## config.mk

```make
export PLATFORM = sky130hd
export DESIGN_NAME = pong_match_sequencer
export DESIGN_NICKNAME = d
export VERILOG_FILES = /design/src/rtl/pong_pkg.sv /design/src/rtl/pong_frame_timer.sv /design/src/rtl/pong_match_sequencer.sv
export SDC_FILE = /design/constraint.sdc
export NUM_CORES = 1
export LEC_CHECK = 0
export ABC_AREA = 1
export ABC_CLOCK_PERIOD_IN_PS = 2650
export CORE_ASPECT_RATIO = 1.5
export CORE_MARGIN = 2
export CORE_UTILIZATION = 53
export CTS_CLUSTER_SIZE = 28
export DETAILED_ROUTE_END_ITERATION = 12
export PLACE_DENSITY = 0.87
export SLEW_MARGIN = 20
export SYNTH_ARGS = -nofsm -noshare
export SYNTH_HDL_FRONTEND = slang
export SYNTH_HIERARCHICAL = 1
export SYNTH_SLANG_ARGS = --single-unit
```

## constraint.sdc

```tcl
create_clock -name clk_0 -period 2.65 [get_ports clk_0]
set_input_delay 0.53 -clock clk_0 [delete_from_list [all_inputs] [get_ports clk_0]]
set_output_delay 0.53 -clock clk_0 [all_outputs]
set_load 0.02 [all_outputs]
```

## src/rtl/pong_pkg.sv

```systemverilog
`default_nettype none
// ============================================================================
// Module   : pong_pkg
// Purpose  : Phase encoding, serve-direction constants and score helper
//            shared by the pong match sequencer, renderer and physics.
// Revision : 1.0  initial release
// ============================================================================
package pong_pkg;

  localparam logic [2:0] PH_MENU   = 3'd0;
  localparam logic [2:0] PH_SERVE  = 3'd1;
  localparam logic [2:0] PH_PLAY   = 3'd2;
  localparam logic [2:0] PH_POINT  = 3'd3;
  localparam logic [2:0] PH_OVER   = 3'd4;
  localparam logic [2:0] PH_PAUSED = 3'd5;

  localparam logic SERVE_LEFT  = 1'b0;
  localparam logic SERVE_RIGHT = 1'b1;

  localparam int DEFAULT_WIN_SCORE = 7;

  typedef enum logic [2:0] {
    ST_MENU   = PH_MENU,
    ST_SERVE  = PH_SERVE,
    ST_PLAY   = PH_PLAY,
    ST_POINT  = PH_POINT,
    ST_OVER   = PH_OVER,
    ST_PAUSED = PH_PAUSED
  } phase_e;

  // Score increment that sticks at the 4-bit ceiling.
  function automatic logic [3:0] sat_inc(input logic [3:0] v);
    return (v == 4'hF) ? v : v + 4'd1;
  endfunction

endpackage
`default_nettype wire

```

## src/rtl/pong_frame_timer.sv

```systemverilog
`default_nettype none
// ============================================================================
// Module   : pong_frame_timer
// Purpose  : Loadable frame down-counter; expire pulses on a frame tick that
//            finds the count already at zero.
// Revision : 1.0  initial release
// ============================================================================
module pong_frame_timer #(
  parameter int CNT_W = 8
) (
  input  logic             clk_0,
  input  logic             rst,
  input  logic             frame_tick,
  input  logic             load,
  input  logic [CNT_W-1:0] load_val,
  output logic             expire
);

  logic [CNT_W-1:0] cnt_q, cnt_d;

  // Load wins over a coincident tick so a fresh timed state starts full.
  always_comb begin
    cnt_d = cnt_q;
    if (load) begin
      cnt_d = load_val;
    end else if (frame_tick && (cnt_q != '0)) begin
      cnt_d = cnt_q - 1'b1;
    end
  end

  always_ff @(posedge clk_0) begin
    if (rst) begin
      cnt_q <= '0;
    end else begin
      cnt_q <= cnt_d;
    end
  end

  assign expire = frame_tick && (cnt_q == '0);

endmodule
`default_nettype wire

```

## src/rtl/pong_match_sequencer.sv

```systemverilog
`default_nettype none
// ============================================================================
// Module   : pong_match_sequencer
// Purpose  : Match flow FSM and score keeping for the pong engine; gates the
//            physics and drives renderer phase flags. Optional pause support
//            is built when PONG_PAUSE_EN is defined.
// Revision : 1.0  initial release
// ============================================================================
module pong_match_sequencer
  import pong_pkg::*;
#(
  parameter int WIN_SCORE    = DEFAULT_WIN_SCORE,
  parameter int SERVE_FRAMES = 60,
  parameter int POINT_FRAMES = 90,
  parameter int OVER_FRAMES  = 120,
  parameter int CNT_W        = 8
) (
  input  logic       clk_0,
  input  logic       rst,
  input  logic       frame_tick,
  input  logic       start_trigger,
  input  logic [1:0] mode_choice,
  input  logic       point_p1,
  input  logic       point_p2,
  input  logic       pause_req,
  output logic [2:0] phase,
  output logic [1:0] mode_latched,
  output logic       ball_run,
  output logic       ball_respawn,
  output logic       serve_dir,
  output logic       sq_shown,
  output logic [3:0] score_p1,
  output logic [3:0] score_p2,
  output logic       game_over,
  output logic       game_startup
);

  localparam logic [3:0]       WIN_SCORE_4 = 4'(WIN_SCORE);
  localparam logic [CNT_W-1:0] SERVE_LOAD  = CNT_W'(SERVE_FRAMES - 1);
  localparam logic [CNT_W-1:0] POINT_LOAD  = CNT_W'(POINT_FRAMES - 1);
  localparam logic [CNT_W-1:0] OVER_LOAD   = CNT_W'(OVER_FRAMES - 1);

  phase_e     state_q, state_d;
  logic [3:0] score_p1_q, score_p1_d;
  logic [3:0] score_p2_q, score_p2_d;
  logic [1:0] mode_q, mode_d;
  logic       serve_dir_q, serve_dir_d;
  logic       armed_q, armed_d;
  logic       respawn_q, respawn_d;
  logic       ball_run_q, ball_run_d;
  logic       sq_shown_q, sq_shown_d;
  logic       game_over_q, game_over_d;
  logic       startup_q, startup_d;

  logic             tmr_load;
  logic [CNT_W-1:0] tmr_val;
  logic             tmr_expire;
  logic [3:0]       new_score;

  pong_frame_timer #(
    .CNT_W (CNT_W)
  ) u_frame_timer (
    .clk_0      (clk_0),
    .rst        (rst),
    .frame_tick (frame_tick),
    .load       (tmr_load),
    .load_val   (tmr_val),
    .expire     (tmr_expire)
  );

`ifndef PONG_PAUSE_EN
  logic unused_pause;
  assign unused_pause = pause_req;
`endif

  always_comb begin
    state_d     = state_q;
    score_p1_d  = score_p1_q;
    score_p2_d  = score_p2_q;
    mode_d      = mode_q;
    serve_dir_d = serve_dir_q;
    armed_d     = armed_q;
    respawn_d   = 1'b0;
    tmr_load    = 1'b0;
    tmr_val     = '0;
    new_score   = '0;

    case (state_q)
      ST_MENU: begin
        if (start_trigger) begin
          score_p1_d  = '0;
          score_p2_d  = '0;
          mode_d      = mode_choice;
          serve_dir_d = SERVE_RIGHT;
          respawn_d   = 1'b1;
          tmr_load    = 1'b1;
          tmr_val     = SERVE_LOAD;
          state_d     = ST_SERVE;
        end
      end
      ST_SERVE: begin
        if (tmr_expire) begin
          state_d = ST_PLAY;
        end
      end
      ST_PLAY: begin
        if (point_p1 || point_p2) begin
          // p1 takes precedence; the loser of the point receives the serve.
          if (point_p1) begin
            new_score   = sat_inc(score_p1_q);
            score_p1_d  = new_score;
            serve_dir_d = SERVE_LEFT;
          end else begin
            new_score   = sat_inc(score_p2_q);
            score_p2_d  = new_score;
            serve_dir_d = SERVE_RIGHT;
          end
          tmr_load = 1'b1;
          if (new_score == WIN_SCORE_4) begin
            tmr_val = OVER_LOAD;
            armed_d = 1'b0;
            state_d = ST_OVER;
          end else begin
            tmr_val = POINT_LOAD;
            state_d = ST_POINT;
          end
        end
`ifdef PONG_PAUSE_EN
        else if (pause_req) begin
          state_d = ST_PAUSED;
        end
`endif
      end
      ST_POINT: begin
        if (tmr_expire) begin
          respawn_d = 1'b1;
          tmr_load  = 1'b1;
          tmr_val   = SERVE_LOAD;
          state_d   = ST_SERVE;
        end
      end
      ST_OVER: begin
        if (tmr_expire) begin
          armed_d = 1'b1;
        end
        if (armed_q && start_trigger) begin
          state_d = ST_MENU;
        end
      end
`ifdef PONG_PAUSE_EN
      ST_PAUSED: begin
        if (pause_req) begin
          state_d = ST_PLAY;
        end
      end
`endif
      default: state_d = ST_MENU;
    endcase

    ball_run_d  = (state_d == ST_PLAY);
    sq_shown_d  = (state_d == ST_SERVE) || (state_d == ST_PLAY) ||
                  (state_d == ST_PAUSED);
    game_over_d = (state_d == ST_OVER);
    startup_d   = (state_d == ST_MENU);
  end

  always_ff @(posedge clk_0) begin
    if (rst) begin
      state_q     <= ST_MENU;
      score_p1_q  <= '0;
      score_p2_q  <= '0;
      mode_q      <= '0;
      serve_dir_q <= SERVE_RIGHT;
      armed_q     <= 1'b0;
      respawn_q   <= 1'b0;
      ball_run_q  <= 1'b0;
      sq_shown_q  <= 1'b0;
      game_over_q <= 1'b0;
      startup_q   <= 1'b1;
    end else begin
      state_q     <= state_d;
      score_p1_q  <= score_p1_d;
      score_p2_q  <= score_p2_d;
      mode_q      <= mode_d;
      serve_dir_q <= serve_dir_d;
      armed_q     <= armed_d;
      respawn_q   <= respawn_d;
      ball_run_q  <= ball_run_d;
      sq_shown_q  <= sq_shown_d;
      game_over_q <= game_over_d;
      startup_q   <= startup_d;
    end
  end

  assign phase        = state_q;
  assign mode_latched = mode_q;
  assign ball_run     = ball_run_q;
  assign ball_respawn = respawn_q;
  assign serve_dir    = serve_dir_q;
  assign sq_shown     = sq_shown_q;
  assign score_p1     = score_p1_q;
  assign score_p2     = score_p2_q;
  assign game_over    = game_over_q;
  assign game_startup = startup_q;

endmodule
`default_nettype wire
```

* Word-level counts from Yosys, hierarchy flattened
Cells that the tools add are included.
Widths: inputs -> output; s select.
** Storage, ports and cells
- Bits in registers :: 28
- Output and inout bits :: 19
- Word-level logic and storage cells :: 89
** Operators by class
- Add/subtract/negate cells :: 3
- Reduce and logical (&&, ||, !) cells :: 18
- Muxes and demuxes :: 39
- Equality and inequality tests :: 17
** Operator list (number)
- $mux 4 :: 10
- $pmux 7 s3 :: 1
- $mux 3 :: 6
- $mux 6 :: 3
- $mux 8 :: 2
- $pmux 4 s2 :: 2
- $pmux 3 s5 :: 1
- $ne 2x2->1 const B :: 6
- $reduce_and 4->1 :: 3
- $eq 3x2->1 const B :: 3
- $eq 3x3->1 const B :: 3
- $mux 1 :: 9
- $add 4x1->4 const B :: 2
- $eq 4x4->1 const B :: 2
- $logic_not 8->1 :: 1
- $reduce_bool 8->1 :: 1
- $sub 8x1->8 const B :: 1
- $mux 7 :: 1
- $eq 3x1->1 const B :: 2
- $logic_not 3->1 :: 2
- $pmux 1 s2 :: 3
- $reduce_bool 2->1 :: 3
- $eq 4x3->1 const B :: 1
- $logic_and 1x1->1 :: 3
- other kinds (4) :: 6

* Logic depth before layout (Yosys ltp)
Gate-level depths: netlist of run 1.
- Depth in word-level cells :: 12
- Gate-level depth with buffers :: 16
- Depth with buffers taken out :: 16

* By module
The synthesis of run 1 kept the hierarchy.
** Modules (own cells, without submodules)
- pong_match_sequencer :: area each 1099.8 um2, cells an instance 158, instances 1, sequential area each 400.4 um2
- pong_frame_timer :: area each 601.8 um2, cells an instance 101, instances 1, sequential area each 160.2 um2

* Least setup slack after synthesis of run 1
OpenSTA, ideal clock, no wires.
- Path type :: reg2reg
- From :: register u_frame_timer.cnt_q[0]
- To :: register u_frame_timer.cnt_q[4]
- Period minus slack after synthesis :: 2.248 ns
- Path buffers :: 1
- Stages on the path, launching flop included :: 17
- Library setup time :: 0.110 ns
- Data arrival time :: 2.137 ns
- Path slack :: 0.402 ns
- Path through :: dfxtp_1 -> inv_1 -> ha_1 -> nand2_2 -> inv_2 -> nand3_1 -> nor3b_1 -> inv_1 -> o21ai_0 -> inv_1 -> nand2_1 -> inv_2 -> buf_2 -> o21ai_0 -> nand2_1 -> inv_1 -> nor2_2
** On the way
- Longest elaborated chain between the ends :: 5
- Elaborated cells between the ends (all ways) :: 12
- Classes of those cells :: add/sub: 1; mux: 6; reduce/logical: 5
** Ends and longest elaborated chain
- start, declared :: line pong_frame_timer.sv:19 : logic [CNT_W-1:0] cnt_q, cnt_d;
- start signal, assigned :: line pong_frame_timer.sv:35 : cnt_q <= cnt_d;
- $logic_not 8->1 * :: line pong_frame_timer.sv:39 : assign expire = frame_tick && (cnt_q == '0);
- $logic_and 1x1->1 * :: line pong_frame_timer.sv:39
- via tmr_expire :: line pong_match_sequencer.sv:57 : logic tmr_expire;
- $mux 1 * :: line pong_match_sequencer.sv:135 : if (tmr_expire) begin
- $pmux 1 s3 * :: line pong_match_sequencer.sv:88 : case (state_q)
- via tmr_load :: line pong_match_sequencer.sv:55 : logic tmr_load;
- $mux 8 / $reduce_bool 2->1 (equally long branches)
Mark *: on every way through the listed nets, which the timed path passes. The rest lies on a longest branch. The select of a mux whose other input is x is not followed.
A chain may end at the register's enable or synchronous reset.

* Final worst setup path of run 1
- From :: register u_frame_timer.cnt_q[0]
- To :: register u_frame_timer.cnt_q[7]
The elaborated chain is that of the path after synthesis.

==> results of run 1 <==
==> stage by stage <==
stage / power, uW / cell area [um^2] / hold WS, ns / setup slack (ns) / utilization (%)
4_1_cts: 1300 / 2100 / 0.467 / 0.154 / 68.0
5_1_grt: 1380 / 2110 / 0.493 / 0.0215 / 68.1
3_3_place_gp: 957 / 2030 / 0.448 / 0.134 / 65.7
6_report: 1300 / 2110 / 0.465 / 0.226 / 68.1
2_1_floorplan: 841 / 1700 / 0.433 / 0.402 / -
3_5_place_dp: 969 / 2030 / 0.453 / 0.106 / 65.7
==> per-layer routing <==
| layer | GRT usage [%] | share of wire, % | vias up | wire (um) |
|---|---|---|---|---|
| met2 | 43.3 | 54 | 39 | 2080 |
| met1 | 21.5 | 40 | 745 | 1530 |
| li1 | - | - | 876 | - |
| met5 | 0 | 0 | - | 0 |
| met4 | 11.1 | 2.8 | 0 | 106 |
| met3 | 2.64 | 3.1 | 13 | 118 |
==> layout make-up <==
| cell class | instances | area, um^2 | share of cell area (%) |
|---|---|---|---|
| timing repair buffer | 30 | 290 | 13.8 |
| inverter | 38 | 145 | 6.88 |
| tap | 40 | 50.0 | 2.37 |
| clock buffer | 3 | 41.3 | 1.96 |
| multi-input combinational | 191 | 992 | 47.0 |
| sequential | 28 | 561 | 26.6 |
| clock inverter | 1 | 30.0 | 1.42 |
==> registers in the layout, summed over array words and instances, names as in the netlist <==
name                 count
game_over                1
serve_dir                1
u_frame_timer/cnt_q      8
armed_q                  1
sq_shown                 1
mode_latched             2
game_startup             1
ball_respawn             1
score_p2                 4
score_p1                 4
ball_run                 1
phase                    3
==> synth_stat cells <==
cell	instances	area, um^2
sky130_fd_sc_hd__nor2_8	1	20.0
sky130_fd_sc_hd__o21ai_1	7	35.0
sky130_fd_sc_hd__nand4_1	5	31.3
sky130_fd_sc_hd__nand2_4	4	45.0
sky130_fd_sc_hd__nor2_1	38	143
sky130_fd_sc_hd__dfxtp_1	28	561
sky130_fd_sc_hd__nand2_1	64	240
sky130_fd_sc_hd__nand3_1	17	85.1
sky130_fd_sc_hd__conb_1	1	3.75
sky130_fd_sc_hd__inv_1	28	105
sky130_fd_sc_hd__inv_4	1	6.26
sky130_fd_sc_hd__ha_1	3	37.5
sky130_fd_sc_hd__nor2_4	2	22.5
sky130_fd_sc_hd__nor3b_1	1	7.51
sky130_fd_sc_hd__o21bai_2	1	11.3
sky130_fd_sc_hd__or2_2	1	6.26
sky130_fd_sc_hd__inv_2	9	33.8
sky130_fd_sc_hd__mux2_2	1	11.3
sky130_fd_sc_hd__nand2_2	4	25.0
sky130_fd_sc_hd__buf_2	1	5.00
sky130_fd_sc_hd__o21ai_0	9	45.0
sky130_fd_sc_hd__xor2_1	3	26.3
sky130_fd_sc_hd__nor2_2	9	56.3
sky130_fd_sc_hd__a21oi_1	14	70.1
sky130_fd_sc_hd__a21oi_2	1	8.76
sky130_fd_sc_hd__clkbuf_1	1	3.75
sky130_fd_sc_hd__nand3_2	3	30.0
sky130_fd_sc_hd__nand3_4	1	17.5
sky130_fd_sc_hd__o21ai_2	1	8.76
==> cells by family after synthesis <==
family	share of synthesized area, %
AOI/OAI and AO/OA	10.5
buffers and inverters	9.04
muxes	0.662
and+or+nand+nor	42.9
DFF	32.9
adders and majority gates	2.21
xor gates and xnor gates	1.54
other	0.220
==> worst max path at each step <==
stage                           startpoint                     end  slack [ns]  depth (start not counted)
global placement                frame_tick  u_frame_timer/cnt_q[7]        0.13                         12
detailed placement              frame_tick  u_frame_timer/cnt_q[7]        0.11                         12
global route        u_frame_timer/cnt_q[0]  u_frame_timer/cnt_q[7]        0.02                         16
floorplan           u_frame_timer/cnt_q[0]  u_frame_timer/cnt_q[4]        0.40                         16
CTS                 u_frame_timer/cnt_q[0]  u_frame_timer/cnt_q[7]        0.15                         16
finish              u_frame_timer/cnt_q[0]  u_frame_timer/cnt_q[7]        0.23                         16
==> power breakdown <==
part	internal, uW	switching, uW	total (uW)
clock	202	133	336
combinational	176	280	456
sequential	467	44.5	511
total	845	458	1300
==> worst reg2reg max path, cell delays in order, from the launching register on <==
cell and delay, ns:
sky130_fd_sc_hd__dfxtp_1 0.35, sky130_fd_sc_hd__inv_1 0.09, sky130_fd_sc_hd__ha_1 0.26, sky130_fd_sc_hd__nand2_2 0.10, sky130_fd_sc_hd__inv_2 0.09, sky130_fd_sc_hd__nand3_1 0.11
sky130_fd_sc_hd__nor3b_2 0.21, sky130_fd_sc_hd__inv_1 0.07, sky130_fd_sc_hd__o21ai_0 0.16, sky130_fd_sc_hd__inv_1 0.10, sky130_fd_sc_hd__nand2_1 0.15, sky130_fd_sc_hd__inv_2 0.16
sky130_fd_sc_hd__or2_2 0.30, sky130_fd_sc_hd__nand2_1 0.07, sky130_fd_sc_hd__nand2_1 0.05, sky130_fd_sc_hd__inv_1 0.04, sky130_fd_sc_hd__nor2_1 0.03
==> what timing repair did <==
item	in CTS	in global routing
setup buffers	0	0
setup endpoints to repair	0	2
hold buffers	0	0
gates resized for setup	0	1
hold endpoints to repair	0	0
==> results.env, run 1 <==
RUN_STATUS='complete, no violations'
ANTENNA_LEFT=0
PART_OF_THE_YOSYS_AREA_USED_FOR_SEQUENTIAL_ELEMENTS_PCT=32.9
REGTOREGENDPOINT='u_frame_timer/cnt_q[7]'
SLEW_VIOLATIONS=0
IO_PINS=28
DEPTH_OF_THE_MOST_CRITICAL_REG_TO_REG_PATH=16
SYNTHTOLAYOUTAREAGROWTH_PCT=24.0
TIMING.SETUP.TNS_NS=0
SETUP_VIOL=0
POWER_DENSITY_mW_PER_MM2=618
ANTENNADIODECOUNT=0
CP.REQUIRED_NS=2.83
POST-ROUTE-PERIOD-UTIL_PCT=91.5
SYNTH.NET_COUNT=271
CP_TOP_FAMILY='simple AND/OR/NAND/NOR gates'
PLACE_HPWL_UM=2960
DRCVIOLATIONCOUNT=0
LAYOUT.CELLS.NON_FILLER=331
CLOCK_TREE.ROOT_CELL='sky130_fd_sc_hd__clkbuf_8'
HOLD_DEPTH=2
YS_SEQ_ELEMENTS=28
ROUTE.VIAS.TOTAL=1673
CP_SLOWEST_STAGE_DELAY_NS=0.35
MAX_CLOCK_FREQ_MHz=413
WORSTPATHCELLLIST='inv_1, ha_1, nand2_2, inv_2, nand3_1, nor3b_2, inv_1, o21ai_0, inv_1, nand2_1, inv_2, or2_2, nand2_1, nand2_1, inv_1, nor2_1'
NFILLCELLS=260
WORST_PATH_MAX_DELAY_CELL='sky130_fd_sc_hd__dfxtp_1'
POST_DETAILED_ROUTING_WIRE_LENGTH_UM=3830
DIE-AREA_MM2=0.00369
SYN-MEAN-INSTANCE-AREA_UM2=6.57
FLOORPLAN.INITIALDENSITY_PCT=54.9
ANTENNA_FOUND_INITIAL=0
ROWS=25
NUMPORTBUFFERS=26
GRT_REMAINING_OVERFLOW=0
FIRST_GLOBAL_VIAS=1559
CP-START-KIND='flop'
YS.WARNINGS.COUNT=6
ARRIVAL_NS=2.60
HP-CLASS='reg -> reg'
WORST_SLEW_PIN_SLEW_NS=0.514
CPMOSTUSEDCELL='sky130_fd_sc_hd__inv_1'
WORST_IR_DROP_VDD_mV=0.659
LAYOUT_COMMONEST_CELL='sky130_fd_sc_hd__nand2_1'
GRT_FIRST_PASS_WIRELENGTH_UM=6310
DETAIL_ROUTE.WL_PER_CELL_UM=11.6
FIRST_ITER_VIOLATIONS=30
WORST_REG2REG_SETUP_SLACK_NS=0.23
POWER.STATIC_LEAKAGE_uW=0.000996
INSERTION_DELAY_NS=0.28
CHIPHEIGHT_UM=73.4
CTS-HTREE-LEVELS=1
TRITONCTS='done'
DESIGN.CORE.AREA_MM2=0.00310
TIMING.CLOCK.SKEW_NS=0.00576
SETUP.WORST_PATH.END_CLASS='flop'
GRT_MAX_DEGREE=17
FIRST_PASS_ITERS=4
SYN-INSTANCE-COUNT=259
FINALHOLDVIOLATIONS=0
DRT-VIAS-PER-INSTANCE=5.05
NUMCLOCKSINKS=28
CRITPATHMAXFANOUT=15
CLK_PIN_SLEW_WORST_PATHS_NS=0.10
BEGINNING_OF_THE_WORST_REGISTER_TO_REGISTER_PATH='u_frame_timer/cnt_q[0]'
HOLD_CRIT_ENDPOINT='armed_q'
WORSTSETUPPATHTYPE='reg -> reg'
WORST_HOLD_STARTPOINT='armed_q'
SLEW-LIMIT-HEADROOM_PCT=65.6
CRITICAL_PATH.N_BUFFERS_INVERTERS=6
SYNTH.LIB_CELLS_USED.DISTINCT=29
FINAL_LAYOUT_SIZE_SUFFIX_GT1_SHARE_PCT=16.5
GRT.TOTAL_USAGE_PCT=21.9
FINAL_NETS=304
POST_SYNTH_INSTANCE_AREA_MM2=0.00170
POST-PLACE-CELLS=327
CTS_BUFFERS=3
CAP_VIOLATIONS=0
RSZ_0062_RAISED_AFTER_GLOBAL_ROUTING='false'
DIE_W_UM=50.3
LAYOUT_COMMON_CELLS='sky130_fd_sc_hd__nand2_1, sky130_fd_sc_hd__nor2_1, sky130_fd_sc_hd__inv_1, sky130_fd_sc_hd__dfxtp_1, sky130_fd_sc_hd__clkdlybuf4s50_1'
CLK_PATH_BUF_DEPTH=2
GP_CONGESTION=0.893
FIN_CRIT_NS=2.42
No activity file was read; power rests on OpenSTA's default activity.
==> run 2, diff against run 1 <==
--- a/config.mk
+++ b/config.mk
@@ -7,6 +7,7 @@
 export LEC_CHECK = 0
 export ABC_AREA = 1
 export ABC_CLOCK_PERIOD_IN_PS = 2650
+export CAP_MARGIN = 15
 export CORE_ASPECT_RATIO = 1.5
 export CORE_MARGIN = 2
 export CORE_UTILIZATION = 53
@@ -18,3 +19,4 @@
 export SYNTH_HDL_FRONTEND = slang
 export SYNTH_HIERARCHICAL = 1
 export SYNTH_SLANG_ARGS = --single-unit
+export TNS_END_PERCENT = 30
==> results of run 2 <==
The final DEF is identical to that of run 1; final timing and power are the same.
==> run 3, diff against run 2 <==
--- a/config.mk
+++ b/config.mk
@@ -9,7 +9,7 @@
 export ABC_CLOCK_PERIOD_IN_PS = 2650
 export CAP_MARGIN = 15
 export CORE_ASPECT_RATIO = 1.5
-export CORE_MARGIN = 2
+export CORE_MARGIN = 3
 export CORE_UTILIZATION = 53
 export CTS_CLUSTER_SIZE = 28
 export DETAILED_ROUTE_END_ITERATION = 12
==> run 3 against run 2 <==
Against the previous run:
- critical endpoint unchanged
- sequential cell count is the same
- global-route usage shrank 0.12 points
- register-to-register slack gained 0.11 ns
- cell area grew 0.30%
- worst setup slack gained 0.11 ns
- clock power is essentially flat
- clock skew shrank 0.0021 ns
- clock-buffer cell count is the same
==> results.env, run 3 (same netlist as run 1, synthesis figures left out) <==
GRT.TOTAL_USAGE_PCT=21.7
MAX_FFS_PER_REGISTER=8
PLACE_HPWL_UM=2930
GRT_MAX_DEGREE=17
FIN_CRIT_NS=2.31
TOP_LAYER='met4'
SYNTHTOLAYOUTAREAGROWTH_PCT=24.3
IO_PINS=28
WORST_PATH_MAX_DELAY_CELL='sky130_fd_sc_hd__dfxtp_1'
SETUP.WORST_PATH.END_CLASS='flop'
TIMING.SETUP.TNS_NS=0
SETUP_VIOL=0
POST_DETAILED_ROUTING_WIRE_LENGTH_UM=3860
FIRST_PASS_ITERS=5
NUMPORTBUFFERS=26
DRCVIOLATIONCOUNT=0
INSERTION_DELAY_NS=0.27
CLK_PIN_SLEW_WORST_PATHS_NS=0.10
ROUTE.VIAS.TOTAL=1709
FINAL_LAYOUT_SIZE_SUFFIX_GT1_SHARE_PCT=16.8
NFILLCELLS=275
LAYOUT_COMMONEST_CELL='sky130_fd_sc_hd__nand2_1'
POWER_DENSITY_mW_PER_MM2=616
CTS_REPAIR_RESIZE_COUNT=0
DETAIL_ROUTE.WL_PER_CELL_UM=11.7
NUMCLOCKSINKS=28
GRT_FIRST_PASS_WIRELENGTH_UM=6580
TIMING.CLOCK.SKEW_NS=0.00361
FINAL_NETS=305
FLOORPLAN.INITIALDENSITY_PCT=56.7
ANTENNA_FOUND_INITIAL=0
CP.REQUIRED_NS=2.83
MULTIINPUTGATEAREA_UM2=992
DESIGN.CORE.AREA_MM2=0.00300
POST-ROUTE-PERIOD-UTIL_PCT=87.1
CRITPATHMAXFANOUT=15
CPMOSTUSEDCELL='sky130_fd_sc_hd__inv_1'
CLOCK_TREE.ROOT_CELL='sky130_fd_sc_hd__clkbuf_8'
LARGEST_REGISTER_BY_FLOP_COUNT='u_frame_timer/cnt_q'
TOTALPOWERFINAL_uW=1300
CTS_BUFFERS=3
FIRST_GLOBAL_VIAS=1639
GP_CONGESTION=0.874
CTS_POST_SETUP_BUFFERS_INSERTED=0
ROWS=24
AREA_TAKEN_BY_FLIP_FLOPS_AND_LATCHES_UM2=561
FIRST_ITER_VIOLATIONS=64
DIE_W_UM=52.3
ARRIVAL_NS=2.49
CAP_VIOLATIONS=0
RUN_STATUS='complete, no violations'
MET3_LENGTH_UM=139
WORST_IR_DROP_VDD_mV=0.446
SLEW_VIOLATIONS=0
CHIPHEIGHT_UM=75.4
WORSTSETUPPATHTYPE='reg -> reg'
MAX_CLOCK_FREQ_MHz=433
HP-CLASS='reg -> reg'
TRITONCTS='done'
POWER.STATIC_LEAKAGE_uW=0.00100
WORST_SLEW_PIN_SLEW_NS=0.512
CLK_PATH_BUF_DEPTH=2
ANTENNADIODECOUNT=0
FINALHOLDVIOLATIONS=0
GRT_REMAINING_OVERFLOW=0
DIE-AREA_MM2=0.00394
DETAILROUTE.WIRELENGTH.MET2_UM=2160
DRT-VIAS-PER-INSTANCE=5.16
SLEW-LIMIT-HEADROOM_PCT=65.8
CTS-HTREE-LEVELS=1
MET1WIRELENGTH_UM=1450
CTS_HOLD_BUF=0
LAYOUT_COMMON_CELLS='sky130_fd_sc_hd__nand2_1, sky130_fd_sc_hd__nor2_1, sky130_fd_sc_hd__inv_1, sky130_fd_sc_hd__dfxtp_1, sky130_fd_sc_hd__clkdlybuf4s50_1'
CP_SLOWEST_STAGE_DELAY_NS=0.34
ANTENNA_LEFT=0
CP-START-KIND='flop'
RSZ_0062_RAISED_AFTER_GLOBAL_ROUTING='false'
WORSTPATHCELLLIST='inv_1, ha_1, nand2_2, inv_2, nand3_1, nor3b_2, inv_1, o21ai_0, inv_1, nand2_1, inv_2, or2_2, nand2_1, nand2_1, inv_1, nor2_1'
run 3: final cells by class:
type,instances,share of cell area (%)
Clock buffer,3,1.95
Clock inverter,1,1.42
Inverter,38,6.86
Multi-Input combinational cell,191,46.9
Sequential cell,28,26.5
Tap cell,39,2.31
Timing Repair Buffer,31,14.1
run 3: metrics by stage:
stage | instances | cell area [um^2] | hold WS, ns | worst slack (ns) | util (%)
finish | 331 | 2120 | 0.502 | 0.341 | 70.5
global route | 331 | 2120 | 0.526 | 0.0595 | 70.5
CTS | 331 | 2110 | 0.514 | 0.250 | 70.3
detailed placement | 327 | 2040 | 0.454 | 0.159 | 67.9
global placement | 327 | 2040 | 0.449 | 0.208 | 67.9
floorplan | 259 | 1700 | 0.433 | 0.402 | -
run 3: power breakdown:
group	internal [uW]	total, uW	switching (uW)	leakage [uW]
logic	178	458	280	0.000735
clock network	202	336	134	0.0000357
registers	467	509	41.8	0.000230
total	847	1300	456	0.00100
run 3: layer usage:
metal	up-vias	track usage (%)
li1	877	-
met5	-	0
met4	0	11.4
met2	52	43.8
met1	765	20.9
met3	15	2.54
run 3: worst paths after layout:
check,start,endpoint,slack (ns),depth (start not counted)
min reg2reg,armed_q,armed_q,0.50,2
max,u_frame_timer/cnt_q[0],u_frame_timer/cnt_q[7],0.34,16
min,armed_q,armed_q,0.50,2
max reg2reg,u_frame_timer/cnt_q[0],u_frame_timer/cnt_q[7],0.34,16
run 3: worst max-delay path: cells and delay by family, from the launching register on:
kind            cells  cell delay, ns
compound gates      1            0.16
fa+ha+maj           1            0.24
buf+inv             6            0.52
flops               1            0.34
simple gates        8            0.96
